<file path="src/rtl/dmem_port_arbiter.sv">
// ---------------------------------------------------------------------------
// dmem_port_arbiter
//
// Purpose:
//   Shares the single-port data memory between two requesters:
//     port 0 - CPU load/store stage
//     port 1 - debug / DMA loader
//   Arbitration is round-robin on a req/gnt handshake. The memory control
//   pins are driven from registers, so they are stable for the whole ISSUE
//   cycle and the memory (which acts on the falling edge) sees clean inputs.
//   Read data is captured into a per-port response register and flagged with
//   a one-cycle rvalid pulse.
//
//   Transaction flow: IDLE -> ISSUE -> (RESP on a read) -> IDLE
//
// Ports:
//   clk, rst_n              clock (posedge) and asynchronous active-low reset
//   req_x, we_x             request and direction (1 = write) for port x
//   addr_x, wdata_x         word address and write data for port x
//   gnt_x                   one-cycle pulse, high while port x is issued
//   rvalid_x, rdata_x       read response pulse and held read data for port x
//   busy                    high whenever the FSM is not in IDLE
//   mem_addr, mem_wdata     to the memory address / write_data pins
//   mem_read, mem_write     to the memory memread / memwrite pins
//   mem_rdata               from the memory read_data pin
//   lock_0, lock_1          only with DMEM_ARB_LOCK_EN defined: keeps the
//                           current winner as sole owner while it stays high
//
// Configuration:
//   DMEM_ARB_LOCK_EN        define to add the lock_0/lock_1 inputs for
//                           atomic read-modify-write sequences
// ---------------------------------------------------------------------------
module dmem_port_arbiter #(
    parameter int ADDR_W = 13,
    parameter int DATA_W = 32
) (
    input  logic              clk,
    input  logic              rst_n,
    input  logic              req_0,
    input  logic              req_1,
    input  logic              we_0,
    input  logic              we_1,
    input  logic [ADDR_W-1:0] addr_0,
    input  logic [ADDR_W-1:0] addr_1,
    input  logic [DATA_W-1:0] wdata_0,
    input  logic [DATA_W-1:0] wdata_1,
`ifdef DMEM_ARB_LOCK_EN
    input  logic              lock_0,
    input  logic              lock_1,
`endif
    output logic              gnt_0,
    output logic              gnt_1,
    output logic              rvalid_0,
    output logic              rvalid_1,
    output logic [DATA_W-1:0] rdata_0,
    output logic [DATA_W-1:0] rdata_1,
    output logic              busy,
    output logic [ADDR_W-1:0] mem_addr,
    output logic [DATA_W-1:0] mem_wdata,
    output logic              mem_read,
    output logic              mem_write,
    input  logic [DATA_W-1:0] mem_rdata
);

    typedef enum logic [1:0] {
        IDLE  = 2'd0,
        ISSUE = 2'd1,
        RESP  = 2'd2
    } state_t;

    state_t            state, state_n;
    logic              last_winner, last_winner_n;
    logic              gnt_0_n, gnt_1_n;
    logic              rvalid_0_n, rvalid_1_n;
    logic [DATA_W-1:0] rdata_0_n, rdata_1_n;
    logic [ADDR_W-1:0] mem_addr_n;
    logic [DATA_W-1:0] mem_wdata_n;
    logic              mem_read_n, mem_write_n;

    // Winner selection, evaluated only in IDLE
    logic              pick_valid;
    logic              pick;
    logic              pick_we;

`ifdef DMEM_ARB_LOCK_EN
    // last_winner is meaningless until the first grant, so a lock raised
    // straight out of reset must not capture the memory for either port.
    logic              owner_valid, owner_valid_n;
    logic              owner_locked;
    assign owner_locked = owner_valid && (last_winner ? lock_1 : lock_0);
`endif

    always_comb begin
        pick_valid = req_0 | req_1;
        // On a tie the port that did not win last time goes first.
        if (req_0 && req_1) begin
            pick = ~last_winner;
        end else begin
            pick = ~req_0;
        end
`ifdef DMEM_ARB_LOCK_EN
        // A locked owner excludes the other port; the other port's req is
        // simply not looked at, so it stays pending until the lock drops.
        if (owner_locked) begin
            pick       = last_winner;
            pick_valid = last_winner ? req_1 : req_0;
        end
`endif
        pick_we = pick ? we_1 : we_0;
    end

    // Next-state and registered-output logic
    always_comb begin
        state_n       = state;
        last_winner_n = last_winner;
        gnt_0_n       = 1'b0;
        gnt_1_n       = 1'b0;
        rvalid_0_n    = 1'b0;
        rvalid_1_n    = 1'b0;
        rdata_0_n     = rdata_0;
        rdata_1_n     = rdata_1;
        mem_addr_n    = mem_addr;
        mem_wdata_n   = mem_wdata;
        mem_read_n    = 1'b0;
        mem_write_n   = 1'b0;
`ifdef DMEM_ARB_LOCK_EN
        owner_valid_n = owner_valid;
`endif

        unique case (state)
            IDLE: begin
                if (pick_valid) begin
                    mem_addr_n    = pick ? addr_1 : addr_0;
                    mem_wdata_n   = pick ? wdata_1 : wdata_0;
                    mem_write_n   = pick_we;
                    mem_read_n    = ~pick_we;
                    gnt_0_n       = ~pick;
                    gnt_1_n       = pick;
                    last_winner_n = pick;
                    state_n       = ISSUE;
`ifdef DMEM_ARB_LOCK_EN
                    owner_valid_n = 1'b1;
`endif
                end
            end

            ISSUE: begin
                // mem_read still reflects the direction of the issued access;
                // the memory has already driven mem_rdata on the falling edge.
                if (mem_read) begin
                    if (last_winner) begin
                        rdata_1_n  = mem_rdata;
                        rvalid_1_n = 1'b1;
                    end else begin
                        rdata_0_n  = mem_rdata;
                        rvalid_0_n = 1'b1;
                    end
                    state_n = RESP;
                end else begin
                    state_n = IDLE;
                end
            end

            RESP: begin
                state_n = IDLE;
            end

            default: begin
                state_n = IDLE;
            end
        endcase
    end

    always_ff @(posedge clk or negedge rst_n) begin
        if (!rst_n) begin
            state       <= IDLE;
            last_winner <= 1'b1;
            gnt_0       <= 1'b0;
            gnt_1       <= 1'b0;
            rvalid_0    <= 1'b0;
            rvalid_1    <= 1'b0;
            rdata_0     <= '0;
            rdata_1     <= '0;
            mem_addr    <= '0;
            mem_wdata   <= '0;
            mem_read    <= 1'b0;
            mem_write   <= 1'b0;
        end else begin
            state       <= state_n;
            last_winner <= last_winner_n;
            gnt_0       <= gnt_0_n;
            gnt_1       <= gnt_1_n;
            rvalid_0    <= rvalid_0_n;
            rvalid_1    <= rvalid_1_n;
            rdata_0     <= rdata_0_n;
            rdata_1     <= rdata_1_n;
            mem_addr    <= mem_addr_n;
            mem_wdata   <= mem_wdata_n;
            mem_read    <= mem_read_n;
            mem_write   <= mem_write_n;
        end
    end

`ifdef DMEM_ARB_LOCK_EN
    always_ff @(posedge clk or negedge rst_n) begin
        if (!rst_n) begin
            owner_valid <= 1'b0;
        end else begin
            owner_valid <= owner_valid_n;
        end
    end
`endif

    assign busy = (state != IDLE);

endmodule

</file>
<file path="config.mk">
export PLATFORM = sky130hd
export DESIGN_NAME = dmem_port_arbiter
export DESIGN_NICKNAME = d
export VERILOG_FILES = /design/src/rtl/dmem_port_arbiter.sv
export SDC_FILE = /design/constraint.sdc
export NUM_CORES = 1
export LEC_CHECK = 0
export BUFFER_PORTS_ARGS = -buffer_cell sky130_fd_sc_hd__clkbuf_2
export CORE_ASPECT_RATIO = 1.5
export CORE_MARGIN = 1.5
export CORE_UTILIZATION = 35
export CTS_BUF_LIST = sky130_fd_sc_hd__clkbuf_8
export CTS_CLUSTER_SIZE = 30
export DETAILED_ROUTE_END_ITERATION = 10
export PLACE_DENSITY = 0.59
export SLEW_MARGIN = 20
export SYNTH_ARGS = -nofsm -noshare
export SYNTH_HDL_FRONTEND = slang
export SYNTH_SLANG_ARGS = --single-unit
export TNS_END_PERCENT = 20
</file>
<file path="constraint.sdc">
create_clock -name clk -period 3.7 [get_ports clk]
set_clock_uncertainty 0.15 [all_clocks]
set_input_delay 0.74 -clock clk [delete_from_list [all_inputs] [get_ports clk]]
set_output_delay 0.74 -clock clk [all_outputs]
set_load 0.005 [all_outputs]
</file>
* After elaboration in Yosys (flattened, before gate mapping) *
Cells that the tools add are included.
Widths: inputs -> output; s select.

word-level totals
  input bits = 128
  bits in registers = 118
  logic and storage cells = 46
  output and inout port bits = 116

cells by class
  mux-type cells = 21
  eq/ne operators = 2
  bitwise logic cells = 5
  reduce and logical (&&, ||, !) cells = 6

operators with widths
  cell                number
  $mux 32             1
  $mux 1              16
  $mux 13             1
  $reduce_and 3->1    2
  $mux 2              2
  $not 1->1           4
  $pmux 2 s2          1
  $eq 2x1->1 const B  1
  $logic_not 2->1     1
  $ne 2x2->1 const B  1
  $reduce_and 2->1    1
  $reduce_bool 2->1   1
  $logic_and 1x1->1   1
  $or 1x1->1          1

* Depth between registers and ports, before layout *
Gate-level depths: netlist (run 1).

  word-level depth = 6
  gate-level depth with buffers = 7
  mapped depth without buffers = 4

* Least setup slack after synthesis (run 1) *
No wires, ideal clock.

  path type = in2reg
  start = input port req_0
  end = register last_winner
  slack = 1.746 ns
  arrival = 1.719 ns
  stages = 6
  required time = 3.465 ns
  cell sequence = buf_2 nor2_8 or2_4 inv_2 buf_6 mux2_1

between the ends
  cells in the longest elaborated chain, start to end = 2

RTL lines
  item                                                         line  RTL
  start: declaration                                           39    input logic req_0,
  $or 1x1->1, or another cell as far along                     94    pick_valid = req_0 | req_1;
  $reduce_and 2->1 (no line) / $mux 1 (equally long branches)  n/a
  end signal: assignment                                       190   last_winner <= last_winner_n;
  end: declaration                                             72    logic last_winner, last_winner_n;

Several ways; a longest one is shown, not always the timed one.
A chain may end at the register's enable or synchronous reset.

* Worst setup path in the final report (run 1) *
  start = register state[1]
  end = output port busy

between the ends
  cells in the longest elaborated chain, start to end = 1

RTL lines
  item                      line  RTL
  start: declaration        71    state_t state, state_n;
  start signal: assignment  189   state <= state_n;
  $reduce_bool 2->1         214   assign busy = (state != IDLE);
  end: declaration          57    output logic busy,

No other way between the ends.

==> flow_metrics.env, run 1 <==
export IMPL_syn_avg_cell_area_um2=14.08
export IMPL_start_util=0.3554
export IMPL_cts_sinks=118
export IMPL_post_place_ws_ps=1128
export IMPL_dpl_cell_area_um2=6625
export IMPL_power_frac_comb=0.387
export IMPL_placed_cells=788
export IMPL_grt_max_degree=59
export IMPL_worst_setup_path_end_kind="output pin"
export IMPL_critPathTopFamily="buffers and inverters"
export IMPL_coreArea_um2=14930
export IMPL_grt_overflow=0
export IMPL_p_seq_frac=0.411
export IMPL_rrSetupSlack_ps=1370
export IMPL_drc=0
export IMPL_r2r_cells=6
export IMPL_switchingPower_mw=1.819
export IMPL_synthArstFlopShare=1.000
export IMPL_finalPower_mw=5.612
export IMPL_grt_pass1_vias=4411
export IMPL_critPathSlowestCell="buf_4"
export IMPL_routedWlPerCell_um=17.53
export IMPL_routed_wl_mm=14.36
export IMPL_ys_seq_area_frac=0.5566
export IMPL_cts_tree="done"
export IMPL_setup_tns_ps=0
export IMPL_path_clk_slew_ps=80
export IMPL_tightest_slew_ps=935.6
export IMPL_hold_viol=0
export IMPL_final_cells=819
export IMPL_crit_chain="or2_1 > buf_4 > clkbuf_2"
export IMPL_ys_warn_count=0
export IMPL_dieArea_um2=15930
export IMPL_powerDensity_nw_per_um2=800.8
export IMPL_track_usage=0.1823
export IMPL_path_max_fanout=47
export IMPL_drive_gt1_frac=0.6032
export IMPL_hold_class="input pin to asynchronous set/reset pin"
export IMPL_grt_busiest_layer="met2"
export IMPL_finalCritPeriodShare=0.6423
export IMPL_globalplace_congestion=0.7588
export IMPL_io_pins=244
export IMPL_crit_path_start_kind="flop"
export IMPL_max_stage_delay_ps=410
export IMPL_ys_types=30
export IMPL_synth_ff_type="dfrtp_1"
export IMPL_ys_ff_latch=118
export IMPL_timing_rr_start="state[1]$_DFFE_PN0P_"
export IMPL_cts_repair_resize_count=0
export IMPL_grt_pass1_wl_mm=23.03
export IMPL_cts_buffer_depth=2
export IMPL_maxSlewHeadroom=0.3763
export IMPL_ir_worst_vdd_v=0.0003399
export IMPL_yosysMostFrequentCell="dfrtp_1"
export IMPL_worst_r2r_endpoint="mem_wdata[7]$_DFFE_PN0P_"
export IMPL_drt_pass1_iterations=4
export IMPL_ant_nets=0
export IMPL_htree_levels=4
export IMPL_outcome="completed"
export IMPL_p_clk_frac=0.202
export IMPL_finish_instance_area_um2=7008
export IMPL_syn_instance_count=377
export IMPL_cts_hold_buf=0
export IMPL_cts_made_buffers=17
export IMPL_diodes=0
export IMPL_fmax_mhz=420.8
export IMPL_synth_edff_count=0
export IMPL_syn_num_nets=505
export IMPL_fp_dieW_um=103.5
export IMPL_synthTopCellsByCount="dfrtp_1, a311oi_1, o21ai_0, mux2_2, mux2_4"
export IMPL_p_leak_nw=3.327
export IMPL_hpwlAfterDp_mm=10.13
export IMPL_met2_usage=0.3187
export IMPL_port_buffers=243
export IMPL_post_cts_buffers=0
export IMPL_critPathBufInv=2
export IMPL_synth_top_area_cell="dfrtp_1"
export IMPL_syn_cell_area_um2=5308
export IMPL_rows=55
export IMPL_fin_hold_ws_ps=83.41
export IMPL_drtIter0Drc=151
export IMPL_final_core_util=0.4693
export IMPL_period_minus_slack_ps=2376
export IMPL_setup_ws_ps=1324
export IMPL_finalSetupViolCount=0
export IMPL_cp_arrival_ps=1490
export IMPL_netSwitchingFraction=0.3241
export IMPL_rsz0062_at_grt="no"
export IMPL_root_buffer="clkbuf_8"
export IMPL_path_class="flop to output pin"
export IMPL_layout_nets=736
export IMPL_antenna_found_initial=0
export IMPL_fp_dieH_um=153.8
export IMPL_via_per_inst=5.129
export IMPL_syn2layout_area_growth_pct=32.04
export IMPL_vias=4201
export IMPL_clock_latency_ps=420
export IMPL_yosysTopAreaCellShare=0.5516
export IMPL_use_met3=0.05214
export IMPL_synthTopCellsByArea="dfrtp_1, mux2_4, a311oi_1, mux2_2, a2bb2oi_2"
export IMPL_drv_slew=0
export IMPL_grt_use_met1=0.2102
export IMPL_internal_power_mw=3.793
export IMPL_drv_cap=0
export IMPL_required_ps=2810
==> cell usage in the layout, fill, tap and decap left out, types with 2 or more instances in the layout <==
| master | instances |
|---|---|
| o21ai_1 | 7 |
| nand2_1 | 2 |
| a2bb2oi_2 | 20 |
| a311oi_1 | 45 |
| clkbuf_8 | 18 |
| bufinv_16 | 2 |
| a21oi_1 | 2 |
| inv_1 | 2 |
| clkbuf_2 | 242 |
| dfrtp_1 | 117 |
| o21ai_0 | 39 |
| buf_12 | 2 |
| buf_4 | 9 |
| mux2_4 | 29 |
| a2bb2oi_1 | 25 |
| clkinv_2 | 3 |
| clkinv_4 | 3 |
| mux2_2 | 35 |
| clkinvlp_4 | 4 |
==> layer usage <==
metal  part of all wire  wire [µm]  vias to the layer above
met1               0.40       5699                     2080
met3              0.067        959                       19
met5                  0          0                        -
met4              0.019        272                        0
li1                   -          -                     1916
met2               0.52       7423                      186
==> kinds of logic (layout without fill, tap and decap cells) <==
| group | Yosys count | in the layout | synth area share |
|---|---|---|---|
| muxes | 65 | 65 | 0.1584 |
| DFF | 118 | 118 | 0.5566 |
| AOI/OAI and AO/OA | 138 | 138 | 0.2174 |
| buffers and inverters | 44 | 287 | 0.05116 |
| and+or+nand+nor | 12 | 12 | 0.01650 |
==> how the worst max path moves through the flow <==
stage	start	end	slack (ps)	cells past startpoint
2_1_floorplan	req_0	last_winner$_DFFE_PN1P_	1750	6
3_3_place_gp	req_0	mem_addr[11]$_DFFE_PN0P_	1180	6
3_5_place_dp	req_0	mem_wdata[0]$_DFFE_PN0P_	1130	6
4_1_cts	state[1]$_DFFE_PN0P_	busy	1280	3
5_1_grt	state[1]$_DFFE_PN0P_	busy	1220	3
6_report	state[1]$_DFFE_PN0P_	busy	1320	3
==> power groups by stage <==
stage	Clock, mW	Combinational [mW]	Sequential, mW
after CTS	1.17	2.20	2.31
final	1.14	2.17	2.31
after detailed placement	0	2.20	2.32
after global routing	1.23	2.35	2.39
after floorplan	0	1.25	2.31
after global placement	0	2.16	2.30
==> state kept, by name, indices dropped and copies added, names as in the netlist <==
register     flops
gnt_0            1
gnt_1            1
last_winner      1
mem_addr        13
mem_read         1
mem_wdata       32
mem_write        1
rdata_0         32
rdata_1         32
rvalid_0         1
rvalid_1         1
state            2
==> cell type report <==
cell class	instances	area, µm²
Clock buffer	18	247.7
Clock inverter	13	135.1
Inverter	3	11.26
Multi-Input combinational cell	215	2092
Fill cell	1422	7925
Sequential cell	118	2954
Timing Repair Buffer	253	1319
Tap cell	199	249.0
No activity file was read; power rests on OpenSTA's default activity.
==> run 2: changes to the inputs <==
Clock period 3.7 ns to 2.3 ns, I/O delays scaled along.
==> run 2 against run 1 <==
  * Setup slack worse by 1200 ps
  * Highest routed layer unchanged
  * Largest power group unchanged
  * Via count rose by 1.8%
  * Global-route usage rose by 0.20 points
  * Critical endpoint unchanged
  * Final cell count rose by 0.98%
  * Critical path type unchanged
  * Utilization up 0.79 points
==> flow_metrics.env, run 2 (same netlist as run 1, synthesis figures left out) <==
export IMPL_grt_overflow=0
export IMPL_critPathBufInv=2
export IMPL_crit_path_start_kind="flop"
export IMPL_worst_setup_path_end_kind="output pin"
export IMPL_p_leak_nw=3.389
export IMPL_syn2layout_area_growth_pct=34.25
export IMPL_cts_sinks=118
export IMPL_ir_worst_vdd_v=0.0005653
export IMPL_start_util=0.3554
export IMPL_drive_gt1_frac=0.6051
export IMPL_wl_met3_um=954
export IMPL_root_buffer="clkbuf_8"
export IMPL_max_stage_delay_ps=450
export IMPL_routed_wl_mm=14.52
export IMPL_met2_length_mm=7.487
export IMPL_hold_class="input pin to flop"
export IMPL_period_minus_slack_ps=2169
export IMPL_cts_buffer_depth=2
export IMPL_powerDensity_nw_per_um2=1291
export IMPL_drtIter0Drc=133
export IMPL_track_usage=0.1843
export IMPL_antenna_found_initial=0
export IMPL_path_class="flop to output pin"
export IMPL_dieArea_um2=15930
export IMPL_final_common_cell="clkbuf_2"
export IMPL_path_clk_slew_ps=80
export IMPL_grt_max_degree=64
export IMPL_fp_dieW_um=103.5
export IMPL_critPathSlowestCell="buf_4"
export IMPL_rrSetupSlack_ps=480
export IMPL_port_buffers=243
export IMPL_met1_length_mm=5.751
export IMPL_io_pins=244
export IMPL_via_per_inst=5.170
export IMPL_worst_r2r_endpoint="mem_wdata[0]$_DFFE_PN0P_"
export IMPL_hold_viol=0
export IMPL_finish_instance_area_um2=7126
export IMPL_tightest_slew_ps=520.8
export IMPL_r2r_cells=5
export IMPL_required_ps=1690
export IMPL_drv_slew=0
export IMPL_crit_chain="or2_1 > buf_4 > clkbuf_2"
export IMPL_maxSlewHeadroom=0.6528
export IMPL_outcome="completed"
export IMPL_cts_made_buffers=17
export IMPL_routedWlPerCell_um=17.56
export IMPL_dpl_cell_area_um2=6708
export IMPL_hold_path_end="mem_addr[3]$_DFFE_PN0P_"
export IMPL_drv_cap=0
export IMPL_final_cells=827
export IMPL_clock_latency_ps=410
export IMPL_grt_pass1_vias=4564
export IMPL_rsz0062_at_grt="no"
export IMPL_path_max_fanout=46
export IMPL_post_cts_buffers=0
export IMPL_hpwlAfterDp_mm=10.27
export IMPL_ant_nets=0
export IMPL_highest_layer="met4"
export IMPL_critPathTopFamily="buffers and inverters"
export IMPL_holdPathStages=3
export IMPL_fp_dieH_um=153.8
export IMPL_layout_common_cells="clkbuf_2, dfrtp_1, a311oi_1, o21ai_0, mux2_2"
export IMPL_finalCritPeriodShare=0.9431
export IMPL_diodes=0
export IMPL_placed_cells=794
export IMPL_drc=0
export IMPL_setup_tns_ps=0
export IMPL_finalSetupViolCount=0
export IMPL_cts_tree="done"
export IMPL_coreArea_um2=14930
export IMPL_drt_pass1_iterations=4
export IMPL_layout_nets=743
export IMPL_cts_repair_resize_count=0
export IMPL_cp_arrival_ps=1560
export IMPL_fmax_mhz=461.0
export IMPL_timing_rr_start="state[1]$_DFFE_PN0P_"
export IMPL_htree_levels=4
export IMPL_grt_pass1_wl_mm=23.50
export IMPL_vias=4276
export IMPL_min_from="addr_1[3]"
export IMPL_globalplace_congestion=0.7473
export IMPL_rows=55
export IMPL_reg_top3="mem_wdata x32, rdata_0 x32, rdata_1 x32"
export IMPL_cts_hold_buf=1
[run 2: cell types whose count changed in the layout (fill, tap and decap cells not counted), sizes merged]
cell         change
buf              +6
bufinv           +1
clkinv           -2
dlygate4sd3      +1
inv              +2
[run 2: routing by layer]
| layer | vias up | GRT usage |
|---|---|---|
| met1 | 2123 | 0.2159 |
| met2 | 194 | 0.3213 |
| li1 | 1933 | - |
| met5 | - | 0 |
| met3 | 26 | 0.04705 |
| met4 | 0 | 0.07540 |
[run 2: metrics by stage]
step                      setup slack (ps)  hold WS [ps]  power [mW]    util
final                                131.0         131.4       9.197  0.4772
after global routing                 36.42         111.2       9.779  0.4772
after CTS                            108.1         94.73       9.312  0.4772
after detailed placement             361.9         339.3       7.326  0.4492
after global placement               434.4         338.2       7.215  0.4492
after floorplan                      626.5         14.41       5.736       -
[run 2: worst max path at each step]
stage | from | to | slack (ps) | cells past startpoint
global placement | req_0 | mem_wdata[10]$_DFFE_PN0P_ | 430 | 6
detailed placement | req_0 | mem_wdata[12]$_DFFE_PN0P_ | 360 | 6
global route | state[0]$_DFFE_PN0P_ | busy | 40 | 3
CTS | state[0]$_DFFE_PN0P_ | busy | 110 | 3
finish | state[0]$_DFFE_PN0P_ | busy | 130 | 3
floorplan | req_0 | last_winner$_DFFE_PN1P_ | 630 | 6
[run 2: area by class of cell]
class                      instances  area, µm²
inverter                           3      11.26
clock buffer                      18      247.7
tap                              199      249.0
multi-input combinational        215       2092
fill                            1409       7807
clock inverter                    14      160.2
sequential                       118       2954
timing repair buffer             260       1411
[run 2: power breakdown]
part	internal, mW	switching (mW)	total [mW]	leakage (nW)
logic	2.08	1.48	3.55	1.80
clock network	1.09	0.844	1.94	0.203
registers	3.08	0.626	3.71	1.39
total	6.25	2.95	9.20	3.39
[run 2: tightest hold or removal path, delay by kind of cell]
| family | cells | cell delay [ps] |
|---|---|---|
| compound gates | 2 | 120 |
| buf+inv | 1 | 80 |
==> run 3: changes to the inputs <==
Clock period 2.3 ns to 2 ns, I/O delays scaled along.
==> run 3 against run 2 <==
  * Combinational power is 19% higher
  * Sequential share of layout area is 0.18 points lower
  * Critical path depth stayed put
  * Total power is 15% higher
  * Hold slack worse by 70 ps
  * Sequential power is 15% higher
  * Wire length is 1.3% higher
  * Cell area is 0.44% higher
  * Utilization is 0.21 points higher
  * Count of clock-buffer cells in the layout is 2 higher
  * Critical path type unchanged
  * Critical endpoint unchanged
  * Largest power group unchanged
==> flow_metrics.env, run 3 (same netlist as run 1, synthesis figures left out) <==
export IMPL_drt_pass1_iterations=4
export IMPL_cp_arrival_ps=1370
export IMPL_power_frac_comb=0.398
export IMPL_drv_slew=0
export IMPL_powerDensity_nw_per_um2=1477
export IMPL_p_leak_nw=3.395
export IMPL_htree_levels=4
export IMPL_finalCritPeriodShare=0.9618
export IMPL_grt_pass1_wl_mm=23.47
export IMPL_reg_top3="mem_wdata x32, rdata_0 x32, rdata_1 x32"
export IMPL_switchingPower_mw=3.374
export IMPL_drv_cap=0
export IMPL_routedWlPerCell_um=17.84
export IMPL_via_per_inst=5.132
export IMPL_hold_viol=0
export IMPL_vias=4229
export IMPL_holdPathStages=3
export IMPL_dieArea_um2=15930
export IMPL_setup_ws_ps=76.38
export IMPL_worst_setup_path_end_kind="output pin"
export IMPL_finalSetupViolCount=0
export IMPL_cts_tree="done"
export IMPL_period_minus_slack_ps=1924
export IMPL_r2r_cells=5
export IMPL_cts_made_buffers=17
export IMPL_final_common_cell="clkbuf_2"
export IMPL_grt_overflow=0
export IMPL_required_ps=1450
export IMPL_syn2layout_area_growth_pct=34.84
export IMPL_dpl_cell_area_um2=6723
export IMPL_routed_wl_mm=14.70
export IMPL_timing_rr_start="state[1]$_DFFE_PN0P_"
export IMPL_fp_dieW_um=103.5
export IMPL_fin_hold_ws_ps=61.60
export IMPL_final_cells=824
export IMPL_grt_pass1_vias=4489
export IMPL_post_place_ws_ps=213.0
export IMPL_port_buffers=243
export IMPL_io_pins=244
export IMPL_worst_r2r_endpoint="mem_wdata[9]$_DFFE_PN0P_"
export IMPL_fp_dieH_um=153.8
export IMPL_ant_nets=0
export IMPL_rows=55
export IMPL_finish_instance_area_um2=7157
export IMPL_path_max_fanout=23
export IMPL_internal_power_mw=7.198
export IMPL_outcome="completed"
export IMPL_drc=0
export IMPL_cts_buffer_depth=2
export IMPL_rsz0062_at_grt="no"
export IMPL_cts_sinks=118
export IMPL_globalplace_congestion=0.7902
export IMPL_netSwitchingFraction=0.3191
export IMPL_final_core_util=0.4793
export IMPL_path_clk_slew_ps=70
export IMPL_setup_tns_ps=0
export IMPL_min_from="addr_1[12]"
export IMPL_antenna_found_initial=1
export IMPL_hold_class="input pin to flop"
export IMPL_path_class="flop to output pin"
export IMPL_p_clk_frac=0.199
export IMPL_tightest_slew_ps=495.0
export IMPL_root_buffer="clkbuf_8"
export IMPL_drive_gt1_frac=0.6058
export IMPL_maxSlewHeadroom=0.6700
export IMPL_grt_max_degree=63
export IMPL_ir_worst_vdd_v=0.0005167
export IMPL_coreArea_um2=14930
export IMPL_drtIter0Drc=134
export IMPL_layout_nets=741
export IMPL_p_seq_frac=0.403
export IMPL_hold_path_end="mem_addr[12]$_DFFE_PN0P_"
export IMPL_rrSetupSlack_ps=270
export IMPL_fmax_mhz=519.9
export IMPL_crit_path_start_kind="flop"
export IMPL_layout_common_cells="clkbuf_2, dfrtp_1, a311oi_1, o21ai_0, mux2_2"
export IMPL_finalPower_mw=10.57
export IMPL_hpwlAfterDp_mm=10.22
export IMPL_track_usage=0.1868
export IMPL_clock_latency_ps=420
export IMPL_start_util=0.3554
export IMPL_placed_cells=791
-- run 3: critical path, cell delays in order, from the launching register on --
cell and delay (ps):
dfrtp_1 380, or2_4 290, buf_12 170, clkbuf_2 120
-- run 3: power by group through the flow --
stage	Combinational (mW)	Sequential, mW	Clock, mW
finish	4.21	4.26	2.11
global route	4.54	4.42	2.30
CTS	4.19	4.27	2.18
detailed placement	4.17	4.29	0
global placement	4.09	4.24	0
floorplan	2.32	4.28	0
-- run 3: per-layer routing --
layer  share of wire  global-route usage
met5               0                   0
met4           0.028             0.09061
met3           0.060             0.04790
met2            0.53              0.3276
met1            0.39              0.2112
-- run 3: worst max path at each step --
stage / start / end / cells past startpoint
2_1_floorplan: req_0 / last_winner$_DFFE_PN1P_ / 6
3_3_place_gp: req_0 / last_winner$_DFFE_PN1P_ / 4
3_5_place_dp: req_0 / mem_wdata[9]$_DFFE_PN0P_ / 6
4_1_cts: state[1]$_DFFE_PN0P_ / busy / 3
5_1_grt: state[1]$_DFFE_PN0P_ / busy / 3
6_report: state[1]$_DFFE_PN0P_ / busy / 3
-- run 3: what timing repair did --
action | CTS | global route
cloned | 0 | 1
hold buffers | 1 | 0
buffers inserted | 0 | 0
gates resized for setup | 3 | 1
hold endpoints to repair | 117 | 0
endpoints found under the setup margin | 1 | 1
-- run 3: final cells by class --
class	instances	area [µm²]
multi-input cells	215	2095
repair buffers	258	1464
well taps	199	249.0
inverters	3	11.26
clock inverters	10	106.4
flip-flops and latches	118	2954
clock buffers	20	275.3
fillers	1388	7776
diodes	1	2.502
